**config.mk**
```make
export PLATFORM = sky130hd
export DESIGN_NAME = lif_neuron_array
export DESIGN_NICKNAME = d
export VERILOG_FILES = /design/src/rtl/lif_pkg.sv /design/src/rtl/lif_neuron_array_core.sv /design/src/rtl/lif_neuron_array.sv
export SDC_FILE = /design/constraint.sdc
export NUM_CORES = 1
export LEC_CHECK = 0
export ABC_AREA = 1
export CAP_MARGIN = 40
export CORE_ASPECT_RATIO = 1.75
export CORE_UTILIZATION = 60
export DETAILED_ROUTE_END_ITERATION = 12
export DONT_BUFFER_PORTS = 1
export PLACE_DENSITY = 0.76
export SLEW_MARGIN = 10
export SYNTH_ARGS = -nofsm -noshare
export SYNTH_HDL_FRONTEND = slang
export SYNTH_SLANG_ARGS = --single-unit
```
**constraint.sdc**
```tcl
create_clock -name clk -period 16.7 [get_ports clk]
set_input_delay 0.835 -clock clk [delete_from_list [all_inputs] [get_ports clk]]
set_output_delay 0.835 -clock clk [all_outputs]
set_load 0.02 [all_outputs]
```
**src/rtl/lif_pkg.sv**
```systemverilog
// Shared definitions for the LIF neuron layer: config select codes,
// controller state encoding and a saturating adder.
package lif_pkg;

  // cfg_sel codes
  localparam logic [2:0] CFG_INPUT  = 3'b000;
  localparam logic [2:0] CFG_WEIGHT = 3'b001;
  localparam logic [2:0] CFG_THRESH = 3'b010;
  localparam logic [2:0] CFG_LEAK   = 3'b011;
  localparam logic [2:0] CFG_REFR   = 3'b100;

  // Controller states
  typedef enum logic [1:0] {
    IDLE = 2'd0,
    EVAL = 2'd1,
    DONE = 2'd2
  } state_t;

  // Signed add clamped to the range of a 'width'-bit two's complement value.
  function automatic int sat_add(input int a, input int b, input int width);
    int s;
    int hi;
    int lo;
    s  = a + b;
    hi = (1 << (width - 1)) - 1;
    lo = -(1 << (width - 1));
    if (s > hi) return hi;
    if (s < lo) return lo;
    return s;
  endfunction

endpackage

```
**src/rtl/lif_neuron_array_core.sv**
```systemverilog
// Combinational update of one LIF neuron: +/-1 synaptic sum, leak,
// saturating integration and threshold test with subtractive reset.
module lif_neuron_core
  import lif_pkg::*;
#(
  parameter int N_INPUTS       = 32,
  parameter int MEMBRANE_BITS  = 8,
  parameter int THRESHOLD_BITS = 7
) (
  input  logic [N_INPUTS-1:0]             in_vec,
  input  logic [N_INPUTS-1:0]             weights,
  input  logic signed [MEMBRANE_BITS-1:0] membrane,
  input  logic [THRESHOLD_BITS-1:0]       threshold,
  input  logic [2:0]                      leak_shift,
  output logic signed [MEMBRANE_BITS-1:0] next_membrane,
  output logic                            spike
);

  localparam int SUM_BITS = $clog2(N_INPUTS) + 2;

  logic signed [SUM_BITS-1:0]      pos_count;
  logic signed [SUM_BITS-1:0]      neg_count;
  logic signed [SUM_BITS-1:0]      sum;
  logic signed [MEMBRANE_BITS-1:0] leaked;
  int                              nxt;
  int                              thr;

  // Excitatory minus inhibitory active inputs, then leak, integrate and fire
  always_comb begin
    pos_count     = '0;
    neg_count     = '0;
    sum           = '0;
    leaked        = membrane;
    nxt           = 0;
    thr           = 0;
    spike         = 1'b0;
    next_membrane = membrane;
    for (int i = 0; i < N_INPUTS; i++) begin
      pos_count = pos_count + SUM_BITS'(in_vec[i] & weights[i]);
      neg_count = neg_count + SUM_BITS'(in_vec[i] & ~weights[i]);
    end
    sum = pos_count - neg_count;
    // m - (m >>> s) cannot overflow, so the leak needs no widening
    if (leak_shift != 3'd0) begin
      leaked = membrane - (membrane >>> leak_shift);
    end
    nxt = sat_add(int'(leaked), int'(sum), MEMBRANE_BITS);
    thr = int'(threshold);
    if (nxt >= thr) begin
      spike         = 1'b1;
      next_membrane = MEMBRANE_BITS'(nxt - thr);
    end else begin
      next_membrane = MEMBRANE_BITS'(nxt);
    end
  end

endmodule

```
**src/rtl/lif_neuron_array.sv**
```systemverilog
// Layer of LIF neurons sharing one input vector, evaluated one neuron per
// cycle through a single shared core. Configuration arrives byte-wise.
module lif_neuron_array
  import lif_pkg::*;
#(
  parameter int N_INPUTS        = 32,
  parameter int N_NEURONS       = 4,
  parameter int MEMBRANE_BITS   = 8,
  parameter int THRESHOLD_BITS  = 7,
  parameter int REFRACTORY_BITS = 3,
  localparam int NB             = $clog2(N_NEURONS)
) (
  input  logic                            clk,
  input  logic                            reset,
  input  logic                            cfg_we,
  input  logic [2:0]                      cfg_sel,
  input  logic [NB-1:0]                   cfg_neuron,
  input  logic [7:0]                      cfg_data,
  input  logic                            step,
  output logic                            busy,
  output logic                            done,
  output logic [N_NEURONS-1:0]            spikes,
  input  logic [NB-1:0]                   membrane_sel,
  output logic signed [MEMBRANE_BITS-1:0] membrane_out
);

  localparam logic [NB-1:0] LAST = NB'(N_NEURONS - 1);

  state_t                            state;
  logic [NB-1:0]                     idx;
  logic [N_INPUTS-1:0]               in_vec;
  logic [N_INPUTS-1:0]               weights   [N_NEURONS];
  logic [THRESHOLD_BITS-1:0]         threshold [N_NEURONS];
  logic signed [MEMBRANE_BITS-1:0]   membrane  [N_NEURONS];
  logic [REFRACTORY_BITS-1:0]        refr      [N_NEURONS];
  logic [2:0]                        leak_shift;
  logic [REFRACTORY_BITS-1:0]        refr_period;
  logic [N_NEURONS-1:0]              staging;
  logic [N_NEURONS-1:0]              staging_next;

  logic signed [MEMBRANE_BITS-1:0]   core_membrane;
  logic                              core_spike;
  logic                              refractory;
  logic                              fire;

  lif_neuron_core #(
    .N_INPUTS       (N_INPUTS),
    .MEMBRANE_BITS  (MEMBRANE_BITS),
    .THRESHOLD_BITS (THRESHOLD_BITS)
  ) u_core (
    .in_vec        (in_vec),
    .weights       (weights[idx]),
    .membrane      (membrane[idx]),
    .threshold     (threshold[idx]),
    .leak_shift    (leak_shift),
    .next_membrane (core_membrane),
    .spike         (core_spike)
  );

  assign refractory   = (refr[idx] != '0);
  assign fire         = core_spike && !refractory;
  assign busy         = (state != IDLE);
  assign done         = (state == DONE);
  assign membrane_out = membrane[membrane_sel];

  // Staging vector with the current neuron's spike merged in, so the last
  // neuron's result reaches spikes on the same edge that enters DONE
  generate
    for (genvar gi = 0; gi < N_NEURONS; gi++) begin : g_stage
      assign staging_next[gi] = (idx == NB'(gi)) ? fire : staging[gi];
    end
  endgenerate

  // Controller, configuration writes and per-neuron state update
  always_ff @(posedge clk) begin
    if (reset) begin
      state       <= IDLE;
      idx         <= '0;
      in_vec      <= '0;
      leak_shift  <= '0;
      refr_period <= '0;
      staging     <= '0;
      spikes      <= '0;
      for (int i = 0; i < N_NEURONS; i++) begin
        weights[i]   <= '1;
        threshold[i] <= THRESHOLD_BITS'(5);
        membrane[i]  <= '0;
        refr[i]      <= '0;
      end
    end else begin
      case (state)
        IDLE: begin
          if (cfg_we) begin
            case (cfg_sel)
              CFG_INPUT:  in_vec <= {in_vec[N_INPUTS-9:0], cfg_data};
              CFG_WEIGHT: weights[cfg_neuron] <= {weights[cfg_neuron][N_INPUTS-9:0], cfg_data};
              CFG_THRESH: threshold[cfg_neuron] <= cfg_data[THRESHOLD_BITS-1:0];
              CFG_LEAK:   leak_shift <= cfg_data[2:0];
              CFG_REFR:   refr_period <= cfg_data[REFRACTORY_BITS-1:0];
              default: ;
            endcase
          end
          if (step) begin
            state   <= EVAL;
            idx     <= '0;
            staging <= '0;
          end
        end
        EVAL: begin
          if (refractory) begin
            refr[idx] <= refr[idx] - REFRACTORY_BITS'(1);
          end else begin
            membrane[idx] <= core_membrane;
            if (core_spike) refr[idx] <= refr_period;
          end
          staging <= staging_next;
          if (idx == LAST) begin
            state  <= DONE;
            spikes <= staging_next;
          end else begin
            idx <= idx + NB'(1);
          end
        end
        DONE: state <= IDLE;
        default: state <= IDLE;
      endcase
    end
  end

endmodule

```
==> flow_summary_export.csv, run 1 <==
group,metric,value,unit
yosys,synth_top_area_cell,"edfxtp_1",
route,drt-total-wl,40.3,mm
yosys,synth.ff_latch_count,251,
timing,relSlewSlack,38.3,%
worst_setup_path,r2r-end,"refr[3][2]",
yosys,syn_inst,1786,
yosys,yosysSeqAreaShare,46.6,%
timing,drv_slew,0,
yosys,synthDominantCellAreaShare,39.8,%
finish,layout-drive-gt1-share,5.15,%
worst_setup_path,cp-end-kind,"flop",
die,placementRows,76,
worst_setup_path,path_class,"flop to flop",
yosys,asyncSetResetFlopFracSynth,0,%
timing,final.setup.tns,0,ps
worst_setup_path,cp.required,16900,ps
die,ios,33,
finish,diodes,0,
die,chipWidth,122,um
timing,fin_crit,11130,ps
yosys,syn-num-nets,1904,
placed_design,dp.cells,2034,
finish,utilization,65.4,%
route,first_pass_iters,6,
route,ant_nets,0,
worst_setup_path,worst_path_largest_cell_delay,660,ps
yosys,yosys_warnings,0,
global_route,grt_max_degree,67,
worst_setup_path,crit_path_start_kind,"flop",
placed_design,port_buffers,0,
worst_setup_path,cp.arrival,11330,ps
timing,max_freq,89.9,MHz
yosys,synth-main-ff-cell,"edfxtp_1",
global_route,overflow,0,
hold_path,min_to,"spikes[3]",
timing,skew,24.7,ps
yosys,netlist_area,15100,sq um
finish,finalNetCount,1867,
clock_network,cts_tree,"built",
die,die_height,212,um
clock_network,hold_buffers,0,
die,core,24600,sq um
clock_network,htreeDepth,1,
yosys,yosysUniqueCellTypes,45,
clock_network,cts.path.max_buffers,3,
worst_setup_path,path_common_cell,"fa_1",
yosys,synth_most_common_cell,"nand2_1",
worst_setup_path,critical_path.max_fanout,65,
worst_setup_path,r2r_cells,44,
global_route,antenna_found_initial,0,
clock_network,cts_setup_buffers,0,
hold_path,hp-class,"primary input to flop",
timing,worstMarginPinSlew,923,ps
die,die-area,25800,sq um
route,drtIter0Drc,815,
hold_path,min_from,"reset",
finish,instances_no_fill,2079,
finish,area_growth,6.90,%
placed_design,gp_congestion,0.927,
timing,timing.final.crit_share,66.6,%
timing,finalSetupViolCount,0,
yosys,synth_edf_count,200,
route,wire_per_inst,19.4,um
die,initial_core_util,61.2,%
placed_design,dp_hpwl,29.1,mm
timing,finalHoldViolations,0,
yosys,avgSynthCellArea,8.44,sq um
job,cap_violations,0,
status,status,"finished, final reports clean",
clock_network,cts-root-buf,"clkbuf_16",
clock_network,clk_pin_slew,70,ps
finish,nFillCells,2037,
global_route,track_usage,32.0,%
clock_network,cts_resized,0,
yosys,yosys-top-cells-area,"edfxtp_1, nand2_1, fa_1, dfxtp_1, inv_1",
hold_path,worstHoldPathCells,1,
timing,grt_setup_unrepaired,"no",
worst_setup_path,cpMaxStageDelayCell,"buf_4",
route,drc_errors,0,
worst_setup_path,r2r_setup_slack,5570,ps
clock_network,clkLatencyLatePin,550,ps
yosys,synthTopCellsByCount,"nand2_1, inv_1, nor2_1",
clock_network,cts_buffers,24,
global_route,grt_pass1_wl,61.9,mm
route,viasPerCell,5.85,
clock_network,clkSinkCount,251,
route,vias,12154,
global_route,grt_pass1_vias,12172,
registers in the layout (all words and copies together), names as in the netlist, named ones only:
name,cells
weights,128
spikes,4
staging,3
refr_period,3
in_vec,32
state,2
threshold,28
leak_shift,3
membrane,32
idx,2
refr,12
area by class of cell:
cell class              instances  area, sq um  area share, %
repair buffers                 19          180           1.12
clock inverters                15          184           1.14
well taps                     312          390           2.42
inverters                     257          965           5.99
clock buffers                  29          629           3.91
flip-flops and latches        251         7030           43.6
multi-input cells            1196         6730           41.8
worst max-delay path: cells and delay by family, from the launching register on:
kind / cells / cell delay (ps)
buffers and inverters: 11 / 1720
AND/OR/NAND/NOR: 13 / 1400
flip-flops: 1 / 470
AO/OA/AOI/OAI: 7 / 1640
adder cells (fa/ha/maj): 13 / 5530
how the worst max path moves through the flow:
| stage | endpoint | slack [ps] | cells after the start |
|---|---|---|---|
| after floorplan | refr[3][0] | 7010 | 46 |
| after detailed placement | refr[3][0] | 5650 | 44 |
| after global placement | refr[3][0] | 5850 | 44 |
| after CTS | refr[3][2] | 5630 | 44 |
| after global routing | refr[3][2] | 4790 | 44 |
| final | refr[3][2] | 5570 | 44 |
cell usage in the layout (no fill, tap or decap), types with 4 or more instances in the layout:
cell type,n
clkinv_4,4
o21ai_0,141
clkbuf_16,24
fa_1,58
a32oi_1,14
ha_1,41
clkinv_1,6
nand3_1,82
o22ai_1,18
nand2_1,438
o21ai_1,5
buf_4,13
a32o_1,12
xor2_1,6
inv_1,245
clkbuf_1,4
a21oi_1,104
o211ai_1,7
dfxtp_1,50
edfxtp_1,200
xnor2_1,7
nor2_2,5
nor2_1,213
or2_2,4
inv_2,7
a31oi_1,4
layer usage:
metal	vias up	track usage, %	routed length [um]	share of wire, %
met5	-	0	0	0
met4	0	20.3	2500	6.2
met3	131	3.99	2360	5.9
met2	507	60.9	22300	55
met1	5775	31.9	13100	33
li1	5741	-	-	-
stage by stage:
step	worst slack, ps	hold slack (ps)	cell area, sq um
final	5570	351	16100
after global routing	4790	344	16100
after floorplan	7010	430	15100
after detailed placement	5650	453	15300
after global placement	5850	440	15200
after CTS	5630	337	16100
cells by family (layout without fill, tap and decap cells):
kind of cell               count (synthesis)  count (layout)  synth area share, %
muxes                                      4               4                0.274
xor gates and xnor gates                  13              13                0.755
buffers and inverters                    339             320                 8.98
DFF                                      251             251                 46.6
and+or+nand+nor                          763             763                 20.4
AOI/OAI and AO/OA                        317             317                 11.8
adders and majority gates                 99              99                 11.1
Power of run 1 is not shown: default switching activity piles up to over one toggle a cycle in this logic, so the estimate is an artifact.
==> run 2, diff against run 1 <==
--- a/config.mk
+++ b/config.mk
@@ -5,7 +5,7 @@
 export SDC_FILE = /design/constraint.sdc
 export NUM_CORES = 1
 export LEC_CHECK = 0
-export ABC_AREA = 1
+export ABC_AREA = 0
 export CAP_MARGIN = 40
 export CORE_ASPECT_RATIO = 1.75
 export CORE_UTILIZATION = 60
==> constraint.sdc (replaced) <==
create_clock -name clk -period 10.52 [get_ports clk]
set_input_delay 0.526 -clock clk [delete_from_list [all_inputs] [get_ports clk]]
set_output_delay 0.526 -clock clk [all_outputs]
set_load 0.02 [all_outputs]
==> run 2 against run 1 <==
Core utilization is 1.6 points higher. Design area up 2.0%. Setup slack worse by 5300 ps. Global-route usage shrank 2.7 points. Via count fell by 18%. Synthesized cell count decreased by 30%. Synthesized area shrank 0.61%. Final cell count fell by 24%. Die area is 0.60% lower. Count of clock-buffer cells in the layout is 4 lower.
==> flow_summary_export.csv, run 2 <==
group,metric,value,unit
global_route,grt_pass1_wl,56.1,mm
worst_setup_path,critical_path.max_fanout,6,
hold_path,hp-class,"primary input to flop",
placed_design,port_buffers,0,
clock_network,clkSinkCount,251,
clock_network,cts_tree,"built",
yosys,syn_inst,1252,
yosys,syn-num-nets,1370,
worst_setup_path,r2r_cells,38,
die,initial_core_util,61.1,%
pwr,p_leak,5.30,nW
timing,relSlewSlack,40.8,%
global_route,overflow,0,
worst_setup_path,cp.required,10830,ps
route,drc_errors,0,
placed_design,dp_hpwl,26.2,mm
yosys,synth_most_common_cell,"edfxtp_1",
worst_setup_path,path_class,"flop to flop",
yosys,yosys_warnings,0,
timing,finalSetupViolCount,0,
yosys,synth-main-ff-cell,"edfxtp_1",
job,cap_violations,0,
timing,timing.final.crit_share,97.0,%
yosys,yosysUniqueCellTypes,59,
clock_network,clkLatencyLatePin,550,ps
global_route,track_usage,29.3,%
yosys,avgSynthCellArea,12.0,sq um
finish,area_growth,9.74,%
worst_setup_path,worst_path_largest_cell_delay,540,ps
die,core,24500,sq um
yosys,synth_edf_count,200,
yosys,synthDominantCellAreaShare,40.1,%
clock_network,cts.path.max_buffers,3,
finish,utilization,67.0,%
hold_path,min_from,"reset",
route,first_pass_iters,5,
route,drt-total-wl,36.2,mm
finish,largest_reg_flops,128,
worst_setup_path,cp.arrival,10510,ps
finish,final_common_cell,"edfxtp_1",
yosys,netlist_area,15000,sq um
worst_setup_path,r2r-end,"refr[0][0]",
worst_setup_path,path_common_cell,"fa_1",
global_route,grt_max_degree,100,
hold_path,min_to,"in_vec[4]",
timing,grt_setup_unrepaired,"yes",
finish,layout-drive-gt1-share,18.6,%
global_route,antenna_found_initial,0,
clock_network,clk_pin_slew,70,ps
finish,top_regs,"weights (128), in_vec (32), membrane (32)",
timing,skew,28.9,ps
finish,finalNetCount,1371,
yosys,yosys-top-cells-area,"edfxtp_1, mux4_2, fa_1, dfxtp_1, ha_1",
route,ant_nets,0,
yosys,asyncSetResetFlopFracSynth,0,%
clock_network,cts-root-buf,"clkbuf_16",
status,status,"finished, final reports clean",
finish,top_register,"weights",
worst_setup_path,r2r_setup_slack,320,ps
yosys,synth_top_area_cell,"edfxtp_1",
timing,max_freq,98.0,MHz
clock_network,hold_buffers,0,
clock_network,htreeDepth,1,
die,chipWidth,121,um
placed_design,gp_congestion,0.903,
route,wire_per_inst,22.9,um
route,viasPerCell,6.30,
worst_setup_path,crit_path_start_kind,"flop",
finish,nFillCells,1794,
pwr,ir_drop,0.155,mV
timing,finalHoldViolations,0,
die,die_height,211,um
global_route,grt_pass1_vias,10694,
pwr,power_density,210,nW/um^2
yosys,synthTopCellsByCount,"edfxtp_1, nand2_1, inv_1",
route,vias,9954,
die,placementRows,76,
yosys,synth.ff_latch_count,251,
worst_setup_path,cpMaxStageDelayCell,"fa_1",
timing,fin_crit,10200,ps
clock_network,cts_buffers,23,
timing,worstMarginPinSlew,887,ps
finish,final_cell_mix,"edfxtp_1, nand2_1, inv_1",
yosys,yosysSeqAreaShare,46.9,%
worst_setup_path,cp-end-kind,"flop",
hold_path,worstHoldPathCells,1,
die,ios,33,
timing,whs,39.6,ps
die,die-area,25600,sq um
finish,diodes,0,
pwr,power,3.45,mW
timing,drv_slew,0,
route,drtIter0Drc,776,
-- run 2: cell count changes after synthesis, moves of 27 or more --
cell / before / now
a21oi_1: 104 / 68
nor2b_1: 0 / 27
o21ai_0: 144 / 24
and2_1: 0 / 39
nand2b_1: 2 / 48
mux4_2: 0 / 85
nand3_1: 82 / 7
inv_1: 248 / 98
nor2_1: 214 / 76
nand2_1: 438 / 115
or3_1: 0 / 71
-- run 2: critical path, delay by kind of cell (launching register included) --
family / cells / cell delay [ps]
adder cells (fa/ha/maj): 13 / 5350
AND/OR/NAND/NOR: 4 / 750
multiplexers: 1 / 520
flip-flops: 1 / 370
AO/OA/AOI/OAI: 10 / 2300
buffers and inverters: 10 / 670
-- run 2: layout make-up --
class	instances	area (sq um)	share of cell area (%)
timing repair buffer	50	414	2.52
sequential	251	7030	42.8
clock buffer	25	583	3.55
tap	312	390	2.37
inverter	98	368	2.24
multi-input combinational	829	7520	45.8
clock inverter	16	126	0.769
-- run 2: per-stage QoR --
stage          worst slack [ps]  cells  cell area [sq um]  setup TNS (ps)
6_report                    320   1581              16400               0
5_1_grt                   -45.9   1581              16400            -551
4_1_cts                    21.9   1570              16100               0
3_5_place_dp              -5.21   1526              15400           -5.21
3_3_place_gp                173   1522              15400               0
2_1_floorplan              12.5   1252              15000               0
-- run 2: worst max path at each step --
| stage | endpoint | cells past startpoint | slack (ps) | start |
|---|---|---|---|---|
| after global routing | membrane[0][2] | 39 | -50 | flop |
| after CTS | membrane[0][0] | 36 | 20 | flop |
| after floorplan | refr[2][2] | 40 | 10 | flop |
| final | refr[0][0] | 38 | 320 | flop |
| after detailed placement | membrane[0][6] | 36 | -5 | flop |
| after global placement | membrane[0][1] | 37 | 170 | flop |
-- run 2: metal layers --
layer  vias to the layer above  GRT usage [%]  wire (um)
met5                         -              0          0
met4                         0           15.6       1830
met3                       115           3.21       1500
met2                       335           57.9      20900
met1                      4998           28.9      12000
li1                       4506              -          -
-- run 2: cell families (layout without fill, tap and decap cells) --
kind of cell,count (synthesis),in the layout,synth area share (%)
XOR/XNOR,14,14,0.818
buffers and inverters,172,189,4.71
AND/OR/NAND/NOR,454,454,15.8
multiplexers,100,100,13.8
flip-flops,251,251,46.9
AO/OA/AOI/OAI,161,161,6.68
adder cells (fa/ha/maj),100,100,11.2
-- run 2: timing repair --
action / CTS / global route
buffers inserted: 3 / 10
gates resized for setup: 0 / 41
cloned: 0 / 1
pin swaps: 0 / 11
setup endpoints to repair: 17 / 63
-- run 2: where the power goes --
part | total (mW) | switching (mW) | leakage (nW) | internal [mW]
Combinational | 1.54 | 0.900 | 2.91 | 0.641
Sequential | 1.11 | 0.0146 | 2.05 | 1.09
Clock | 0.803 | 0.373 | 0.344 | 0.430
No activity file was read; power rests on OpenSTA's default activity.
